===== src/rtl/dm_port_arbiter_pkg.sv =====
// Shared definitions for the data-memory port arbiter: access size encoding,
// controller state constants, the request bundle and the lane helpers.
package dm_port_arbiter_pkg;

  // Access size encoding used on pN_req_size
  typedef enum logic [1:0] {
    SZ_B  = 2'd0,
    SZ_HW = 2'd1,
    SZ_W  = 2'd2,
    SZ_DW = 2'd3
  } size_e;

  // Controller states
  localparam logic [1:0] ST_IDLE  = 2'd0;
  localparam logic [1:0] ST_ISSUE = 2'd1;
  localparam logic [1:0] ST_WAIT  = 2'd2;
  localparam logic [1:0] ST_RESP  = 2'd3;

  // One port's request fields, bundled so the winner can be muxed in one go
  typedef struct packed {
    logic        we;
    logic [1:0]  size;
    logic [63:0] addr;
    logic [63:0] wdata;
  } req_t;

  // Byte enables of an access inside its 8-byte word
  function automatic logic [7:0] calc_be(input logic [1:0] size, input logic [2:0] ofs);
    logic [7:0] be;
    case (size)
      SZ_B:    be = 8'h01 << ofs;
      SZ_HW:   be = 8'h03 << ofs;
      SZ_W:    be = 8'h0F << ofs;
      default: be = 8'hFF;
    endcase
    return be;
  endfunction

  // An access must sit on a multiple of its own size
  function automatic logic is_misaligned(input logic [1:0] size, input logic [2:0] ofs);
    logic mis;
    case (size)
      SZ_B:    mis = 1'b0;
      SZ_HW:   mis = ofs[0];
      SZ_W:    mis = |ofs[1:0];
      default: mis = |ofs;
    endcase
    return mis;
  endfunction

endpackage


===== src/rtl/dm_lane_align.sv =====
// Combinational lane placement of one request onto the 64-bit memory word.
module dm_lane_align
  import dm_port_arbiter_pkg::*;
(
  input  logic [1:0]  size,
  input  logic [63:0] addr,
  input  logic [63:0] wdata,
  output logic [63:0] word_addr,
  output logic [7:0]  be,
  output logic [63:0] wdata_sh,
  output logic        misaligned
);

  assign word_addr  = {addr[63:3], 3'b000};
  assign be         = calc_be(size, addr[2:0]);
  assign wdata_sh   = wdata << {addr[2:0], 3'b000};
  assign misaligned = is_misaligned(size, addr[2:0]);

endmodule


===== src/rtl/dm_port_arbiter.sv =====
// Two-port arbiter in front of a single data-memory port. Port 0 (MEM stage)
// has priority, port 1 (loader/debug) is guaranteed a slot after STARVE_MAX
// consecutive port-0 grants. One transaction in flight at a time.
//
//   state    | meaning
//   ---------+--------------------------------------------------------
//   ST_IDLE  | ready offered to the winning port, waits for a request
//   ST_ISSUE | dm_req held with registered fields until dm_gnt
//   ST_WAIT  | granted, waiting for dm_rvalid or the latency timeout
//   ST_RESP  | one-cycle response pulse to the owning port
//
// STARVE_MAX must be >= 1 and DM_LAT_MAX >= 2.
module dm_port_arbiter
  import dm_port_arbiter_pkg::*;
#(
  parameter int STARVE_MAX = 4,
  parameter int DM_LAT_MAX = 15
) (
  input  logic        clk,
  input  logic        rst,
  input  logic        p0_req_valid,
  output logic        p0_req_ready,
  input  logic        p0_req_we,
  input  logic [1:0]  p0_req_size,
  input  logic [63:0] p0_req_addr,
  input  logic [63:0] p0_req_wdata,
  output logic        p0_rsp_valid,
  output logic [63:0] p0_rsp_rdata,
  output logic        p0_rsp_err,
  input  logic        p1_req_valid,
  output logic        p1_req_ready,
  input  logic        p1_req_we,
  input  logic [1:0]  p1_req_size,
  input  logic [63:0] p1_req_addr,
  input  logic [63:0] p1_req_wdata,
  output logic        p1_rsp_valid,
  output logic [63:0] p1_rsp_rdata,
  output logic        p1_rsp_err,
  output logic        dm_req,
  output logic        dm_we,
  output logic [63:0] dm_addr,
  output logic [7:0]  dm_be,
  output logic [63:0] dm_wdata,
  input  logic        dm_gnt,
  input  logic        dm_rvalid,
  input  logic [63:0] dm_rdata
);

  localparam int SW = $clog2(STARVE_MAX + 1);
  localparam int LW = $clog2(DM_LAT_MAX + 1);
  localparam logic [SW-1:0] STARVE_LIM = SW'(STARVE_MAX);
  // WAIT is entered one cycle after the grant and the response register adds
  // one more, so the down-counter starts two short of the limit.
  localparam logic [LW-1:0] LAT_LOAD = LW'(DM_LAT_MAX - 2);

  logic [1:0]    state_q, state_d;
  logic          owner_q;
  logic [SW-1:0] starve_q;
  logic [LW-1:0] lat_q;

  logic          idle, p1_wins, acc0, acc1, accept;
  req_t          sel;
  logic [63:0]   word_addr, wdata_sh;
  logic [7:0]    be;
  logic          misaligned;

  logic          fire, fire_err, fire_port;
  logic [63:0]   fire_data;

  // Ready is decoded from the registered state so the handshake closes in the
  // same cycle; everything else leaving the block comes straight from flops.
  assign idle         = (state_q == ST_IDLE);
  assign p1_wins      = p1_req_valid && (!p0_req_valid || (starve_q == STARVE_LIM));
  assign p0_req_ready = idle && p0_req_valid && !p1_wins;
  assign p1_req_ready = idle && p1_wins;
  assign acc0         = p0_req_valid && p0_req_ready;
  assign acc1         = p1_req_valid && p1_req_ready;
  assign accept       = acc0 || acc1;

  // Mux the winning port's request fields
  always_comb begin
    sel = '0;
    if (p1_wins) sel = '{we: p1_req_we, size: p1_req_size, addr: p1_req_addr, wdata: p1_req_wdata};
    else         sel = '{we: p0_req_we, size: p0_req_size, addr: p0_req_addr, wdata: p0_req_wdata};
  end

  dm_lane_align u_lane_align (
    .size       (sel.size),
    .addr       (sel.addr),
    .wdata      (sel.wdata),
    .word_addr  (word_addr),
    .be         (be),
    .wdata_sh   (wdata_sh),
    .misaligned (misaligned)
  );

  // Next state plus the response to post when entering ST_RESP
  always_comb begin
    state_d   = state_q;
    fire      = 1'b0;
    fire_err  = 1'b0;
    fire_data = '0;
    fire_port = owner_q;
    case (state_q)
      ST_IDLE: begin
        if (accept) begin
          fire_port = acc1;
          if (misaligned) begin
            state_d  = ST_RESP;
            fire     = 1'b1;
            fire_err = 1'b1;
          end else begin
            state_d = ST_ISSUE;
          end
        end
      end
      ST_ISSUE: begin
        if (dm_gnt) begin
          if (dm_rvalid) begin
            state_d   = ST_RESP;
            fire      = 1'b1;
            fire_data = dm_rdata;
          end else begin
            state_d = ST_WAIT;
          end
        end
      end
      ST_WAIT: begin
        if (dm_rvalid) begin
          state_d   = ST_RESP;
          fire      = 1'b1;
          fire_data = dm_rdata;
        end else if (lat_q == '0) begin
          state_d  = ST_RESP;
          fire     = 1'b1;
          fire_err = 1'b1;
        end
      end
      default: state_d = ST_IDLE;
    endcase
  end

  // State register and owner of the transaction in flight
  always_ff @(posedge clk) begin
    if (rst) begin
      state_q <= ST_IDLE;
      owner_q <= 1'b0;
    end else begin
      state_q <= state_d;
      if (accept) owner_q <= acc1;
    end
  end

  // Memory request fields, captured on an aligned accept and held until gnt
  always_ff @(posedge clk) begin
    if (rst) begin
      dm_req   <= 1'b0;
      dm_we    <= 1'b0;
      dm_addr  <= '0;
      dm_be    <= '0;
      dm_wdata <= '0;
    end else if (accept && !misaligned) begin
      dm_req   <= 1'b1;
      dm_we    <= sel.we;
      dm_addr  <= word_addr;
      dm_be    <= be;
      dm_wdata <= wdata_sh;
    end else if (state_q == ST_ISSUE && dm_gnt) begin
      dm_req <= 1'b0;
    end
  end

  // Grant-to-completion timeout down-counter
  always_ff @(posedge clk) begin
    if (rst) begin
      lat_q <= '0;
    end else if (state_q == ST_ISSUE && dm_gnt) begin
      lat_q <= LAT_LOAD;
    end else if (state_q == ST_WAIT && !dm_rvalid && lat_q != '0) begin
      lat_q <= lat_q - LW'(1);
    end
  end

  // Consecutive port-0 grants while port 1 keeps waiting
  always_ff @(posedge clk) begin
    if (rst) begin
      starve_q <= '0;
    end else if (!p1_req_valid || acc1) begin
      starve_q <= '0;
    end else if (acc0 && starve_q != STARVE_LIM) begin
      starve_q <= starve_q + SW'(1);
    end
  end

  // Response pulse to the owning port; rdata holds between pulses
  always_ff @(posedge clk) begin
    if (rst) begin
      p0_rsp_valid <= 1'b0;
      p1_rsp_valid <= 1'b0;
      p0_rsp_err   <= 1'b0;
      p1_rsp_err   <= 1'b0;
      p0_rsp_rdata <= '0;
      p1_rsp_rdata <= '0;
    end else begin
      p0_rsp_valid <= fire && !fire_port;
      p1_rsp_valid <= fire && fire_port;
      p0_rsp_err   <= fire && !fire_port && fire_err;
      p1_rsp_err   <= fire && fire_port && fire_err;
      if (fire && !fire_port) p0_rsp_rdata <= fire_data;
      if (fire && fire_port)  p1_rsp_rdata <= fire_data;
    end
  end

endmodule


===== config.mk =====
export PLATFORM = sky130hd
export DESIGN_NAME = dm_port_arbiter
export DESIGN_NICKNAME = d
export VERILOG_FILES = /design/src/rtl/dm_port_arbiter_pkg.sv /design/src/rtl/dm_lane_align.sv /design/src/rtl/dm_port_arbiter.sv
export SDC_FILE = /design/constraint.sdc
export NUM_CORES = 1
export LEC_CHECK = 0
export CAP_MARGIN = 20
export CORE_AREA = 2 2 234 236
export DETAILED_ROUTE_END_ITERATION = 8
export DIE_AREA = 0 0 236 238
export MAX_ROUTING_LAYER = met4
export PLACE_DENSITY = 0.52
export RECOVER_POWER = 50
export SLEW_MARGIN = 20
export SYNTH_ARGS = -nofsm -noshare
export SYNTH_HDL_FRONTEND = slang
export SYNTH_HIERARCHICAL = 1
export SYNTH_SLANG_ARGS = --single-unit

===== constraint.sdc =====
create_clock -name clk -period 4.7 [get_ports clk]
set_input_delay 0.705 -clock clk [delete_from_list [all_inputs] [get_ports clk]]
set_output_delay 0.705 -clock clk [all_outputs]
set_load 0.005 [all_outputs]

Word-level counts from Yosys, hierarchy flattened

Cells that the tools add are included.

Shift operators: 4
$add $sub $neg: 2
Reduce and logical (&&, ||, !) cells: 35
Equal/unequal tests: 9
Mux-type cells: 28

Operators by type and width:

| kind                  | number |
|---|---|
| $mux W131             | 1 |
| $mux W64              | 2 |
| $pmux W64 S2          | 1 |
| $shl A64 B6 Y64       | 1 |
| $pmux W8 S3           | 1 |
| $logic_and A1 B1 Y1   | 15 |
| $mux W1               | 12 |
| $mux W2               | 5 |
| $mux W4               | 2 |
| $shl A1 B3 Y8 const A | 1 |
| $shl A2 B3 Y8 const A | 1 |
| $shl A4 B3 Y8 const A | 1 |
| $logic_not A1 Y1      | 6 |
| $ne A3 B3 Y1 const B  | 2 |
| $pmux W1 S3           | 2 |
| $pmux W2 S3           | 1 |
| $reduce_or A2 Y1      | 3 |
| $eq A2 B1 Y1 const B  | 2 |
| $eq A2 B2 Y1 const B  | 2 |
| $logic_not A2 Y1      | 2 |
| $logic_not A4 Y1      | 1 |
| $reduce_bool A2 Y1    | 2 |
| $reduce_bool A4 Y1    | 1 |
| $sub A4 B1 Y4 const B | 1 |
| 8 further kinds       | 10 |

Word-level logic and storage cells: 94
Bits of input ports: 332
Bits in registers: 277
Output and inout port bits: 272

Longest topological paths before layout

Word-level depth: 12
Depth in mapped cells: 19
Depth with buffers taken out: 14

Cells and area by module

The synthesis kept the hierarchy.

Modules (own cells, without submodules):

| module          | cells each | area each (um^2) | sequential area each (um^2) | instances |
|---|---|---|---|---|
| dm_port_arbiter | 1255       | 11703.7          | 5605.4                      | 1 |
| dm_lane_align   | 326        | 2522.4           | 0.0                         | 1 |

Worst setup path before layout

Ideal clock, no wire load.

Kind: input -> register
From: input p0_req_valid
To: register p1_rsp_rdata[33]
Data required time: 4.641 ns
Cell stages on the path: 16
Arrival time: 3.743 ns
Path buffers: 6
Path slack: 0.899 ns
Library setup time: 0.059 ns
Cells stage by stage: a21bo_2 > nand2_1 > buf_2 > buf_2 > mux2_2 > buf_6 > buf_2 > buf_2 > a21oi_1 > nor2_1 > o32a_1 > o211a_1 > a221o_1 > a31oi_4 > buf_4 > a22o_1

RTL lines:

| what                 | line                   | RTL |
|---|---|---|
| start, declared      | dm_port_arbiter.sv:21  | `input logic p0_req_valid,` |
| end signal, assigned | dm_port_arbiter.sv:210 | `if (fire && fire_port) p1_rsp_rdata <= fire_data;` |
| end, declared        | dm_port_arbiter.sv:37  | `output logic [63:0] p1_rsp_rdata,` |

==> qor.json <==
{
  "yosys": {
    "synth-warning-count": 6,
    "yosys.area_share.xor_xnor_pct": 0.246,
    "synth-async-reset-ratio_pct": 0,
    "synth_top_family_by_area": "multiplexers",
    "post_synth_inst_count": 1581,
    "synthFlopType": "sky130_fd_sc_hd__dfxtp_1",
    "yosysSeqAreaShare_pct": 39.4,
    "post_synth_instance_area_um2": 14200,
    "synth_enable_flop_cells": 0,
    "synth_adder_area_share_pct": 0.967,
    "syn-mean-instance-area_um2": 9.00,
    "yosys.area_share.simple_pct": 16.3,
    "synth_cell_types": 61,
    "ys_ff_latch": 280,
    "synth_compound_area_share_pct": 14.6,
    "synth.area.mux_share_pct": 19.3
  },
  "drt": {
    "routed_wirelength_mm": 56.3,
    "initialDrtViolationCount": 638,
    "viasPerCell": 4.73,
    "detailedRoute.firstPassIterationCount": 4,
    "postRouteAntennaNets": 0,
    "total_drc_errors_in_the_routed_layout": 0,
    "route.detailed.wl_per_inst_um": 20.3,
    "vias": 13100
  },
  "floorplan": {
    "fp-row-count": 85,
    "die_height_um": 238,
    "start_util_pct": 26.6,
    "ioPinCount": 604,
    "dieArea_um2": 56200,
    "coreArea_um2": 53500,
    "floorplan.die.width_um": 236
  },
  "clocking": {
    "cts_hold_buf": 0,
    "clock_insertion_delay_worst_skew_ns": 0.55,
    "post_cts_buffers": 0,
    "cts_sink_count": 280,
    "cts_made_buffers": 36,
    "cts_root_buf": "sky130_fd_sc_hd__clkbuf_16",
    "clkSlewWorstSetupHoldPaths_ns": 0.05,
    "post_cts_resize_count": 0,
    "cts_htree_levels": 2,
    "tritoncts": "done",
    "cts_max_path_buffers": 3
  },
  "layout": {
    "nets": 2400,
    "final_common_cell": "sky130_fd_sc_hd__nand2_1",
    "area_growth_syn_to_layout_pct": 50.0,
    "area_occupied_by_multi_input_gates_um2": 7360,
    "seq_area_um2": 5610,
    "final_cell_mix": "sky130_fd_sc_hd__nand2_1 (342), sky130_fd_sc_hd__clkdlybuf4s50_1 (331), sky130_fd_sc_hd__dfxtp_1 (280)",
    "fin_util_pct": 39.9,
    "fraction_of_layout_cells_with_a_size_suffix_above_1_pct": 13.0,
    "fillers": 5327
  },
  "sta": {
    "rsz_0062_raised_after_global_routing": "no",
    "fin_worst_skew_ns": 0.0239,
    "hold_viol_final": 0,
    "setup_viol": 0,
    "post_route_fraction_of_the_period_consumed_by_the_critical_path_pct": 85.6,
    "timing.max_slew.rel_slack_pct": 35.0,
    "total_count_of_max_transition_violations_in_the_final_report": 0,
    "fin_tns_setup_ns": 0,
    "finalWorstPathRequiredPeriod_ns": 4.02,
    "tightestPinTransition_ns": 0.975,
    "max_clock_freq_mhz": 248
  },
  "worst_setup_path": {
    "cp.required_ns": 5.16,
    "timing.critical_path.arrival_ns": 4.49,
    "end_kind": "flip-flop",
    "worstSetupStartpointType": "primary input",
    "timing_worst_setup_path_type": "primary input to flip-flop",
    "timing.critical_path.fanout_max": 43
  },
  "run_status": {
    "outcome": "finished, final reports clean"
  },
  "grt": {
    "gr-total-overflow": 0,
    "number_of_global_route_vias_before_repair": 13400,
    "grt_antenna_before_repair": 1,
    "grt_first_pass_wirelength_mm": 83.7,
    "grt.total_usage_pct": 19.9,
    "groute.layer.met3.usage_pct": 4.89,
    "grt_util_met2_pct": 35.5,
    "globalRouteMet1Util_pct": 21.8,
    "grt_most_used_layer": "met2",
    "pin_count_of_the_biggest_net_entering_global_routing": 87
  },
  "power": {
    "power.density_cell_area_nw_per_um2": 385,
    "cellLeakagePower_nw": 8.63,
    "max-vdd-ir-drop_uv": 303
  },
  "job": {
    "max_cap_viol_count": 0
  },
  "placed_design": {
    "routabilityCongestion": 0.835,
    "port_buffers": 603,
    "detailedPlacementHpwl_mm": 41.9
  },
  "min_path": {
    "hold_class": "flip-flop to flip-flop"
  }
}
[final timing paths]
path | cells after the start | slack (ns) | endpoint | start
min reg2reg | 2 | 0.45 | dm_addr[7] | dm_addr[7]
min | 2 | 0.45 | dm_addr[7] | dm_addr[7]
max | 11 | 0.68 | p0_rsp_rdata[11] | p0_req_valid
max reg2reg | 12 | 0.88 | p0_rsp_rdata[11] | starve_q[0]
[metrics by stage]
stage               setup slack [ns]  hold WS (ns)  power, mW  instances  cell area (um^2)
CTS                            0.726         0.453       8.44       2777             21300
global route                   0.413         0.463       8.66       2778             21300
global placement               0.212         0.442       5.60       2715             20100
detailed placement             0.149         0.446       5.62       2715             20100
floorplan                      0.899         0.453       4.46       1583             14200
finish                         0.675         0.448       8.21       2778             21300
[registers in the layout, summed over array words and instances, names as in the netlist]
name	cells
p0_rsp_valid	1
starve_q	3
dm_req	1
p0_rsp_err	1
dm_we	1
p0_rsp_rdata	64
p1_rsp_err	1
p1_rsp_valid	1
state_q	2
dm_be	8
lat_q	4
dm_wdata	64
p1_rsp_rdata	64
owner_q	1
dm_addr	64
[cell families after synthesis]
kind of cell    Yosys count
simple gates            520
compound gates          306
flops                   280
mux                     253
buf+inv                 206
fa+ha+maj                11
xor+xnor                  4
other cells               1
[layout make-up]
type | count | share of cell area [%]
antenna | 1 | 0.0117
clock buffer | 48 | 4.76
clock inverter | 14 | 0.780
inverter | 15 | 0.264
multi-input combinational | 1097 | 34.5
sequential | 280 | 26.3
tap | 696 | 4.08
timing repair buffer | 627 | 29.3
[metal layers]
layer | wire length (um) | part of all wire, % | vias to the layer above
met5 | 0 | 0 | -
met4 | 1560 | 2.8 | 0
met3 | 3660 | 6.5 | 85
met2 | 28800 | 51 | 449
met1 | 22300 | 40 | 6284
li1 | - | - | 6327
[Yosys cell counts (all sizes together), types with 2 or more instances]
library cell	n	share of area, %
nor2b	14	0.62
nor2	49	1.4
a2bb2oi	8	0.49
a22oi	8	0.42
a21o	3	0.16
clkbuf	52	1.4
a221o	4	0.28
a21oi	144	5.1
a221oi	9	0.73
inv	15	0.40
o22ai	15	0.66
o21ai	12	0.42
nand2b	68	3.0
a211oi	20	1.2
a31o	7	0.43
nor3	10	0.60
or2	5	0.22
ha	11	0.97
buf	139	7.3
nand2	343	9.1
o21bai	2	0.11
xnor2	2	0.12
and3	9	0.40
a31oi	2	0.19
mux2i	101	7.1
a22o	64	3.9
dfxtp	280	39
xor2	2	0.12
nor4	2	0.088
mux2	152	12
and2	9	0.40
nand3	4	0.14
[power breakdown]
part           switching [mW]  leakage (nW)  total, mW  internal, mW
Combinational            1.46          5.79       2.69          1.23
Clock                    1.12         0.565       2.76          1.64
Sequential              0.131          2.27       2.76          2.63
[critical path: stages]
cell                            delay (ns)
sky130_fd_sc_hd__dlygate4sd3_1        0.66
sky130_fd_sc_hd__a21bo_2              0.29
sky130_fd_sc_hd__nand2_4              0.13
sky130_fd_sc_hd__buf_4                0.48
sky130_fd_sc_hd__mux2_4               0.45
sky130_fd_sc_hd__o32a_1               0.37
sky130_fd_sc_hd__o211a_1              0.25
sky130_fd_sc_hd__a221oi_1             0.10
sky130_fd_sc_hd__nor3_2               0.22
sky130_fd_sc_hd__buf_4                0.54
sky130_fd_sc_hd__mux2i_1              0.26
(Power assumes the default switching activity.)
